<file path="src/rtl/jtpopeye_prog_pkg.sv">
// Shared constants and the FIFO word layout for the ROM-download programming sink.
package jtpopeye_prog_pkg;

    localparam int PROG_AW = 22;
    localparam int PROG_DW = 16;

    // Lane enables are active-low: bit1 gates [15:8], bit0 gates [7:0].
    localparam logic [1:0] MASK_NONE = 2'b11;
    localparam logic [1:0] MASK_HI   = 2'b01;
    localparam logic [1:0] MASK_LO   = 2'b10;
    localparam logic [1:0] MASK_BOTH = 2'b00;

    typedef struct packed {
        logic [PROG_AW-1:0] addr;
        logic [PROG_DW-1:0] data;
        logic [1:0]         mask;
    } prog_word_t;

    localparam int PROG_WORD_W = $bits(prog_word_t);

    function automatic logic [PROG_DW-1:0] place_byte(input logic [7:0] din8,
                                                      input logic [1:0] mask,
                                                      input logic [PROG_DW-1:0] base);
        logic [PROG_DW-1:0] word;
        word = base;
        if ((mask | MASK_HI) == MASK_HI) word[15:8] = din8;
        if ((mask | MASK_LO) == MASK_LO) word[7:0]  = din8;
        return word;
    endfunction

endpackage

</file>
<file path="src/rtl/jtpopeye_prog_fifo.sv">
// Small synchronous FIFO for merged SDRAM words; exposes the head and the entry behind it.
module jtpopeye_prog_fifo #(
    parameter int DEPTH = 4,
    parameter int W     = 40
) (
    input  logic         clk,
    input  logic         rst,
    input  logic         push,
    input  logic         pop,
    input  logic [W-1:0] din,
    output logic [W-1:0] head,
    output logic [W-1:0] second,
    output logic         full,
    output logic         empty,
    output logic         multi
);

    localparam int AW = $clog2(DEPTH);

    logic [W-1:0] mem [DEPTH];
    logic [AW:0]  wr_ptr;
    logic [AW:0]  rd_ptr;
    logic [AW:0]  rd_next;
    logic [AW:0]  level;
    logic         do_push;
    logic         do_pop;

    assign rd_next = rd_ptr + 1'b1;
    assign level   = wr_ptr - rd_ptr;
    assign empty   = (wr_ptr == rd_ptr);
    assign full    = (wr_ptr[AW] != rd_ptr[AW]) && (wr_ptr[AW-1:0] == rd_ptr[AW-1:0]);
    assign multi   = (level > (AW+1)'(1));
    assign head    = mem[rd_ptr[AW-1:0]];
    assign second  = mem[rd_next[AW-1:0]];

    // A pop in the same cycle frees the slot, so a push into a full FIFO still lands.
    assign do_pop  = pop && !empty;
    assign do_push = push && (!full || do_pop);

    always_ff @(posedge clk) begin
        if (do_push) mem[wr_ptr[AW-1:0]] <= din;
    end

    always_ff @(posedge clk or posedge rst) begin
        if (rst) begin
            wr_ptr <= '0;
            rd_ptr <= '0;
        end else begin
            if (do_push) wr_ptr <= wr_ptr + 1'b1;
            if (do_pop)  rd_ptr <= rd_next;
        end
    end

endmodule

</file>
<file path="src/rtl/jtpopeye_prog_sink.sv">
// Merges byte-lane download writes into 16-bit words, queues them and feeds them
// to the SDRAM with a req/ack handshake.
module jtpopeye_prog_sink
    import jtpopeye_prog_pkg::*;
#(
    parameter int DEPTH    = 4,
    parameter int HOLD_CYC = 15
) (
    input  logic               clk_rom,
    input  logic               rst,
    input  logic               downloading,
    input  logic               prog_we,
    input  logic [PROG_AW-1:0] prog_addr,
    input  logic [7:0]         prog_data,
    input  logic [1:0]         prog_mask,
    output logic               sdram_req,
    output logic [PROG_AW-1:0] sdram_addr,
    output logic [PROG_DW-1:0] sdram_din,
    output logic [1:0]         sdram_mask,
    input  logic               sdram_ack,
    output logic               done,
    output logic               overflow
);

    localparam logic [3:0] HOLD_LAST = 4'(HOLD_CYC - 1);

    prog_word_t         hold;
    prog_word_t         push_word;
    prog_word_t         fifo_head;
    prog_word_t         fifo_second;
    logic               hold_valid;
    logic [3:0]         hold_cnt;
    logic               dl_d;
    logic               accept;
    logic               merge_ok;
    logic               fall;
    logic               timeout;
    logic               push;
    logic               pop;
    logic               fifo_full;
    logic               fifo_empty;
    logic               fifo_multi;
    logic [1:0]         merged_mask;
    logic [PROG_DW-1:0] merged_data;

    assign accept      = prog_we && (prog_mask != MASK_NONE);
    assign merge_ok    = hold_valid && (hold.addr == prog_addr) &&
                         ((hold.mask | prog_mask) == MASK_NONE);
    assign merged_mask = hold.mask & prog_mask;
    assign merged_data = place_byte(prog_data, prog_mask, hold.data);
    assign fall        = dl_d && !downloading;
    assign timeout     = (hold_cnt == HOLD_LAST);
    assign pop         = sdram_req && sdram_ack;

    // A write takes priority over the timeout and end-of-download flushes.
    always_comb begin
        push      = 1'b0;
        push_word = hold;
        if (accept) begin
            if (merge_ok) begin
                if (merged_mask == MASK_BOTH) begin
                    push      = 1'b1;
                    push_word = '{addr: hold.addr, data: merged_data, mask: merged_mask};
                end
            end else if (hold_valid) begin
                push = 1'b1;
            end
        end else if (hold_valid && (fall || timeout)) begin
            push = 1'b1;
        end
    end

    always_ff @(posedge clk_rom or posedge rst) begin
        if (rst) begin
            hold       <= '{addr: '0, data: '0, mask: MASK_NONE};
            hold_valid <= 1'b0;
            hold_cnt   <= '0;
            dl_d       <= 1'b0;
        end else begin
            dl_d <= downloading;
            if (accept) begin
                hold_cnt <= '0;
                if (merge_ok) begin
                    hold.data  <= merged_data;
                    hold.mask  <= merged_mask;
                    hold_valid <= (merged_mask != MASK_BOTH);
                end else begin
                    hold       <= '{addr: prog_addr, data: {prog_data, prog_data}, mask: prog_mask};
                    hold_valid <= 1'b1;
                end
            end else if (hold_valid) begin
                if (fall || timeout) begin
                    hold_valid <= 1'b0;
                    hold_cnt   <= '0;
                end else begin
                    hold_cnt <= hold_cnt + 1'b1;
                end
            end
        end
    end

    jtpopeye_prog_fifo #(
        .DEPTH (DEPTH),
        .W     (PROG_WORD_W)
    ) u_fifo (
        .clk    (clk_rom),
        .rst    (rst),
        .push   (push),
        .pop    (pop),
        .din    (push_word),
        .head   (fifo_head),
        .second (fifo_second),
        .full   (fifo_full),
        .empty  (fifo_empty),
        .multi  (fifo_multi)
    );

    // The head stays in the FIFO while presented; on ack the entry behind it follows.
    always_ff @(posedge clk_rom or posedge rst) begin
        if (rst) begin
            sdram_req  <= 1'b0;
            sdram_addr <= '0;
            sdram_din  <= '0;
            sdram_mask <= MASK_NONE;
            done       <= 1'b0;
            overflow   <= 1'b0;
        end else begin
            if (!sdram_req) begin
                if (!fifo_empty) begin
                    sdram_req  <= 1'b1;
                    sdram_addr <= fifo_head.addr;
                    sdram_din  <= fifo_head.data;
                    sdram_mask <= fifo_head.mask;
                end
            end else if (sdram_ack) begin
                if (fifo_multi) begin
                    sdram_addr <= fifo_second.addr;
                    sdram_din  <= fifo_second.data;
                    sdram_mask <= fifo_second.mask;
                end else begin
                    sdram_req <= 1'b0;
                end
            end
            if (push && fifo_full && !pop) overflow <= 1'b1;
            done <= !downloading && !hold_valid && fifo_empty && !sdram_req;
        end
    end

endmodule

</file>
<file path="config.mk">
export PLATFORM = sky130hd
export DESIGN_NAME = jtpopeye_prog_sink
export DESIGN_NICKNAME = d
export VERILOG_FILES = /design/src/rtl/jtpopeye_prog_pkg.sv /design/src/rtl/jtpopeye_prog_fifo.sv /design/src/rtl/jtpopeye_prog_sink.sv
export SDC_FILE = /design/constraint.sdc
export NUM_CORES = 1
export LEC_CHECK = 0
export CAP_MARGIN = 20
export CORE_MARGIN = 1.5
export CORE_UTILIZATION = 40
export DETAILED_ROUTE_END_ITERATION = 8
export GPL_TIMING_DRIVEN = 0
export PLACE_DENSITY_LB_ADDON = 0.12
export SETUP_SLACK_MARGIN = 0.02
export SYNTH_ARGS = -nofsm -noshare
export SYNTH_HDL_FRONTEND = slang
export SYNTH_SLANG_ARGS = --single-unit
export TNS_END_PERCENT = 30
</file>
<file path="constraint.sdc">
create_clock -name clk_rom -period 4.9 [get_ports clk_rom]
set_clock_uncertainty 0.15 [all_clocks]
set_input_delay 0.49 -clock clk_rom [delete_from_list [all_inputs] [get_ports clk_rom]]
set_output_delay 0.49 -clock clk_rom [all_outputs]
set_load 0.005 [all_outputs]
</file>
==> out/summary.txt, run 1 <==
Outcome -> finished, final reports clean
Placer Congestion -> 0.739
Seq/Total Area, Yosys -> 62.0%
Leakage power total -> 4.94 nW
Cell taking the most area after synthesis -> edfxtp_1
Endpoint kind of the worst setup timing path -> register
CP max stage cell -> a21oi_1
Avg Inst Size Synth -> 18.1 µm²
Max Slew Vio Count -> 0
RSZ-0062 raised after global routing -> no
Vias per cell -> 5.39
EDFF count, synth -> 160
Final Routed Wirelength -> 25.9 mm
First-pass GRT wire length -> 40.6 mm
Max-slew headroom -> 33.2%
Worst path max stage delay -> 790 ps
Area growth syn-to-layout -> 20.4%
# nets final -> 800
Clk_lat worst skew -> 530 ps
Synth warn -> 0
Clock Tree Buf Depth -> 3
Sink Count -> 255
CTS Buf Count -> 28
ANT cells -> 0
Grt total ovfl -> 0
Worst Setup Path Type -> register to register
Yosys top cell area share -> 41.4%
Vias -> 6248
Setup violations, final -> 0
Worst Max-Slew Pin Slew -> 1000 ps
Port Buf Inserts -> 77
Critical Path AT -> 4500 ps
Share of cells above drive strength 1 -> 36.6%
Worst Hold Class -> primary input to register
Reg clk slew, reported paths -> 60 ps
MaxCap Viol Count -> 0
Crit-path cells -> clkbuf_1, clkbuf_1, inv_1, ha_1, nand3_1, nor2_1, a21oi_1, clkbuf_1, mux2_2
Power Density -> 631 nW/µm²
Initial drt markers -> 296
Die footprint -> 30000 µm²
Root buffer cell -> clkbuf_16
Hpwl dp -> 17.2 mm
Overall power -> 8.81 mW
CP required -> 5160 ps
Hold Startpoint -> prog_mask[0]
Synth Net Count -> 686
DRT antenna net count -> 0
Pin count of the biggest net entering global routing -> 55
CP dominant cell by count -> clkbuf_1
Syn Std Cell Area -> 11600 µm²
Reg2reg end -> sdram_addr[20]
Syn Inst Count -> 639
Starting Density -> 40.5%
Drt pass-1 iters -> 4
Maximum vdd drop -> 279 µV
DRC Markers -> 0
Clock H-tree levels -> 1
PostCTS Resize Cnt -> 0
Antenna violations before repair -> 1
R2R setup slack -> 660 ps
CP max FO -> 10
Row Count -> 62
Crit start category -> register
Core area -> 28600 µm²
Worst reg2reg path depth -> 9
GR Util All Layers -> 17.9%
Distinct cells, synth -> 43
Final Hold Violating Endpoints -> 0
Finished Core Util -> 48.8%
Highest Clock Rate -> 0.236 GHz
Critical Path End -> sdram_addr[20]
Post CTS Setup Buffer Count -> 0
IO Pins -> 80
Number of global-route vias before repair -> 6937
Hold Buf Count CTS -> 0
Crit path from -> u_fifo.rd_ptr[1]
Die outline width -> 173 µm
Per-cell routed wire length -> 22.4 µm
CTS tree -> done
Most used flip-flop cell after synthesis -> edfxtp_1
Area contributors post-synth -> edfxtp_1 (41%), dfrtp_1 (20%), mux4_2 (16%)
#FFs+latches synth -> 255
R2R Path Start -> u_fifo.rd_ptr[1]
Final period util -> 86.5%
Asr flop ratio synth -> 37.3%
Final min period -> 4240 ps
Die Ht -> 173 µm
==> per-layer routing <==
layer / wire (µm) / GRT usage [%]
met1: 11100 / 23.3
met3: 1190 / 2.76
met2: 13300 / 31.6
met5: 13 / 0
met4: 389 / 4.17
==> cell families after synthesis <==
| group | after synthesis | synth area share (%) |
|---|---|---|
| DFF | 255 | 62.0 |
| muxes | 217 | 28.8 |
| adders and majority gates | 10 | 1.14 |
| and+or+nand+nor | 61 | 3.03 |
| xor gates and xnor gates | 18 | 1.36 |
| AOI/OAI and AO/OA | 26 | 1.91 |
| buffers and inverters | 52 | 1.75 |
==> placed cells by master, fill, tap and decap left out, types with 3 or more instances in the layout <==
cell / synthesis / routed
nor4_1: 3 / 3
clkbuf_8: 0 / 13
clkbuf_1: 21 / 28
and3_2: 0 / 4
mux2_2: 135 / 135
buf_1: 8 / 8
inv_1: 19 / 18
o21ai_0: 5 / 5
nand4_1: 7 / 7
a21oi_1: 6 / 6
ha_1: 9 / 9
dfstp_2: 4 / 4
clkdlybuf4s50_1: 0 / 77
nand2_1: 11 / 11
nor2_1: 11 / 11
nand3_1: 4 / 4
buf_2: 3 / 3
xnor2_1: 16 / 16
o22ai_1: 3 / 3
clkbuf_16: 0 / 29
nor2b_1: 7 / 7
buf_12: 0 / 4
mux4_2: 80 / 80
dfrtp_1: 91 / 91
edfxtp_1: 160 / 160
==> critical path, delay by kind of cell (launching register included) <==
family,cells,cell delay (ps)
multiplexers,1,410
buffers and inverters,4,1770
flip-flops,1,400
adder cells (fa/ha/maj),1,330
AND/OR/NAND/NOR,2,240
AO/OA/AOI/OAI,1,790
==> flip-flops by register name, summed over array words and instances (netlist names) <==
| signal | cells |
|---|---|
| u_fifo.mem | 160 |
| u_fifo.wr_ptr | 3 |
| sdram_din | 16 |
| dl_d | 1 |
| sdram_req | 1 |
| done | 1 |
| hold_valid | 1 |
| sdram_mask | 2 |
| overflow | 1 |
| sdram_addr | 22 |
| hold | 40 |
| hold_cnt | 4 |
| u_fifo.rd_ptr | 3 |
==> final cells by class <==
class	count	area [µm²]
fill	2356	14700
sequential	255	7190
multi-input combinational	332	4210
clock buffer	49	931
timing repair buffer	84	901
tap	384	480
buffer	33	131
inverter	19	73.8
clock inverter	3	45.0
==> cell usage after synthesis, drive strengths merged, types with 2 or more instances <==
| cell type | count |
|---|---|
| mux2 | 135 |
| buf | 12 |
| nand2b | 2 |
| ha | 9 |
| mux2i | 2 |
| nor2b | 7 |
| dfstp | 4 |
| o21ai | 5 |
| a2111o | 2 |
| nor4 | 4 |
| edfxtp | 160 |
| nand4 | 8 |
| and3b | 2 |
| nand2 | 11 |
| xor2 | 2 |
| nand3 | 4 |
| inv | 19 |
| and3 | 6 |
| a2111oi | 2 |
| dfrtp | 91 |
| a21oi | 6 |
| o22ai | 3 |
| mux4 | 80 |
| a2bb2oi | 2 |
| xnor2 | 16 |
| nor2 | 11 |
| nor3b | 2 |
| clkbuf | 21 |
==> through the flow <==
step                setup WS, ps  TNS [ps]  std cells  cell area, µm²  hold slack [ps]
finish                       663         0       1159           14000              119
global route                 482         0       1159           14000              103
global placement            -117     -9510       1100           12800              324
floorplan                   1690         0        639           11600              310
CTS                          628         0       1157           13900             97.9
detailed placement           659         0       1105           13000              341
==> power by group <==
part / switching, mW / internal [mW] / leakage (nW) / total [mW]
Clock: 0.817 / 1.33 / 0.481 / 2.15
Sequential: 0.242 / 2.84 / 2.57 / 3.09
Combinational: 1.54 / 2.04 / 1.89 / 3.58
Total: 2.59 / 6.21 / 4.94 / 8.81
==> worst min-delay path by stage <==
| stage | endpoint | slack, ps | cells after the start |
|---|---|---|---|
| 2_1_floorplan | overflow | 310 | 1 |
| 3_3_place_gp | overflow | 320 | 1 |
| 3_5_place_dp | u_fifo.wr_ptr[2] | 340 | 1 |
| 4_1_cts | hold[0] | 100 | 2 |
| 5_1_grt | hold[0] | 100 | 2 |
| 6_report | hold[0] | 120 | 2 |
(Power assumes the default switching activity.)
==> inputs of run 2 (changes only) <==
- MAX_ROUTING_LAYER: not set -> met4
==> run 2 against run 1 <==
- flip-flop and latch count is the same
- sequential power is essentially flat
- hold slack gained 6.2 ps
- combinational power is essentially flat
- core utilization is essentially flat
- routed wire length grew 0.49%
- count of clock-buffer cells in the layout is the same
- sequential share of layout area is essentially flat
- power is essentially flat
- largest power group unchanged
==> out/summary.txt, run 2 (synthesized netlist as in run 1, its figures left out) <==
Root buffer cell -> clkbuf_16
Die Ht -> 173 µm
Starting Density -> 40.5%
DRC Markers -> 0
Antenna violations before repair -> 1
Max Slew Vio Count -> 0
Final Cell Area -> 14000 µm²
CTS Buf Count -> 28
Critical Path AT -> 4510 ps
Max-slew headroom -> 32.8%
GR Util All Layers -> 18.4%
First-pass GRT wire length -> 40.6 mm
Area growth syn-to-layout -> 20.4%
Final WS setup -> 655 ps
Core area -> 28600 µm²
Outcome -> finished, final reports clean
Initial drt markers -> 274
FILL cells -> 2357
Leakage power total -> 4.94 nW
Pre-CTS setup slack -> 659 ps
PostCTS Resize Cnt -> 0
Vias per cell -> 5.44
Number of global-route vias before repair -> 6935
Share of cells above drive strength 1 -> 36.6%
Worst Setup Path Type -> register to register
Crit start category -> register
Maximum vdd drop -> 278 µV
CTS tree -> done
Row Count -> 62
Reg clk slew, reported paths -> 60 ps
# nets final -> 800
DRT antenna net count -> 0
Worst Hold Class -> primary input to register
MaxCap Viol Count -> 0
Clk_lat worst skew -> 530 ps
IO Pins -> 80
Per-cell routed wire length -> 22.5 µm
Footprint of the multi-input gates -> 4210 µm²
Most common cell after layout, fill and taps aside -> edfxtp_1
Vias -> 6312
Final period util -> 86.6%
Drt pass-1 iters -> 4
Post-Place Cell Area -> 13000 µm²
FF/Latch Area -> 7190 µm²
Clock H-tree levels -> 1
Hold Buf Count CTS -> 0
Sink Count -> 255
Endpoint kind of the worst setup timing path -> register
Clock Tree Buf Depth -> 3
Highest Clock Rate -> 0.236 GHz
Grt total ovfl -> 0
Worst Max-Slew Pin Slew -> 1010 ps
Hpwl dp -> 17.2 mm
Pin count of the biggest net entering global routing -> 55
Max reg flops -> 160
Port Buf Inserts -> 77
Final Routed Wirelength -> 26.1 mm
Power Density -> 631 nW/µm²
RSZ-0062 raised after global routing -> no
CP required -> 5160 ps
Placer Congestion -> 0.749
Finished Core Util -> 48.8%
Die footprint -> 30000 µm²
Post CTS Setup Buffer Count -> 0
Most frequent cells in the layout -> edfxtp_1 (160), mux2_2 (135), dfrtp_1 (91)
Die outline width -> 173 µm
CP max FO -> 10
Final min period -> 4250 ps
Final Hold Violating Endpoints -> 0
Setup violations, final -> 0
==> run 2: changes by cell type in the layout (fill, tap and decap cells not counted) <==
cell | previous run | this run
diode_2 | 0 | 1
==> run 2: worst max-delay path, stage by stage (launching register included) <==
cell,delay [ps]
dfrtp_1,400
clkbuf_1,360
clkbuf_1,600
inv_1,110
ha_1,330
nand3_1,180
nor2_1,60
a21oi_1,800
clkbuf_1,710
mux2_2,410
==> run 2: path summary, 6_finish.rpt <==
kind	start	endpoint	slack [ps]	cells past startpoint
worst min register to register	u_fifo.wr_ptr[2]	u_fifo.wr_ptr[2]	340	1
worst max register to register	u_fifo.rd_ptr[1]	sdram_addr[20]	650	9
max in group asynchronous	rst	sdram_mask[0]	3590	3
worst max-delay path	u_fifo.rd_ptr[1]	sdram_addr[20]	650	9
min in group asynchronous	rst	sdram_din[13]	240	2
worst min-delay path	prog_mask[0]	hold[0]	130	2
==> run 2: layer usage <==
metal,GRT usage (%),vias to the layer above,wire [µm]
li1,-,2785,-
met1,23.3,3353,11300
met2,31.5,141,13400
met3,2.72,33,1010
met4,4.17,0,421
met5,-,-,0
==> run 2: layout make-up <==
type | count | area share [%]
flip-flops and latches | 255 | 51.5
multi-input cells | 332 | 30.2
repair buffers | 84 | 6.45
plain buffers | 33 | 0.941
diodes | 1 | 0.0179
inverters | 19 | 0.529
clock inverters | 3 | 0.323
well taps | 384 | 3.44
clock buffers | 49 | 6.67
==> run 2: report_power, final <==
part / internal, mW / total [mW] / switching (mW)
registers: 2.84 / 3.09 / 0.243
logic: 2.04 / 3.58 / 1.54
clock network: 1.33 / 2.15 / 0.818
total: 6.21 / 8.82 / 2.60
==> run 2: through the flow <==
stage          TNS [ps]  hold WS [ps]  total power, mW  instances
2_1_floorplan         0           310             5.56        639
3_3_place_gp      -9510           324             6.65       1100
3_5_place_dp          0           341             6.76       1105
4_1_cts               0          97.9             8.93       1157
5_1_grt               0           103             9.33       1160
6_report              0           126             8.82       1160
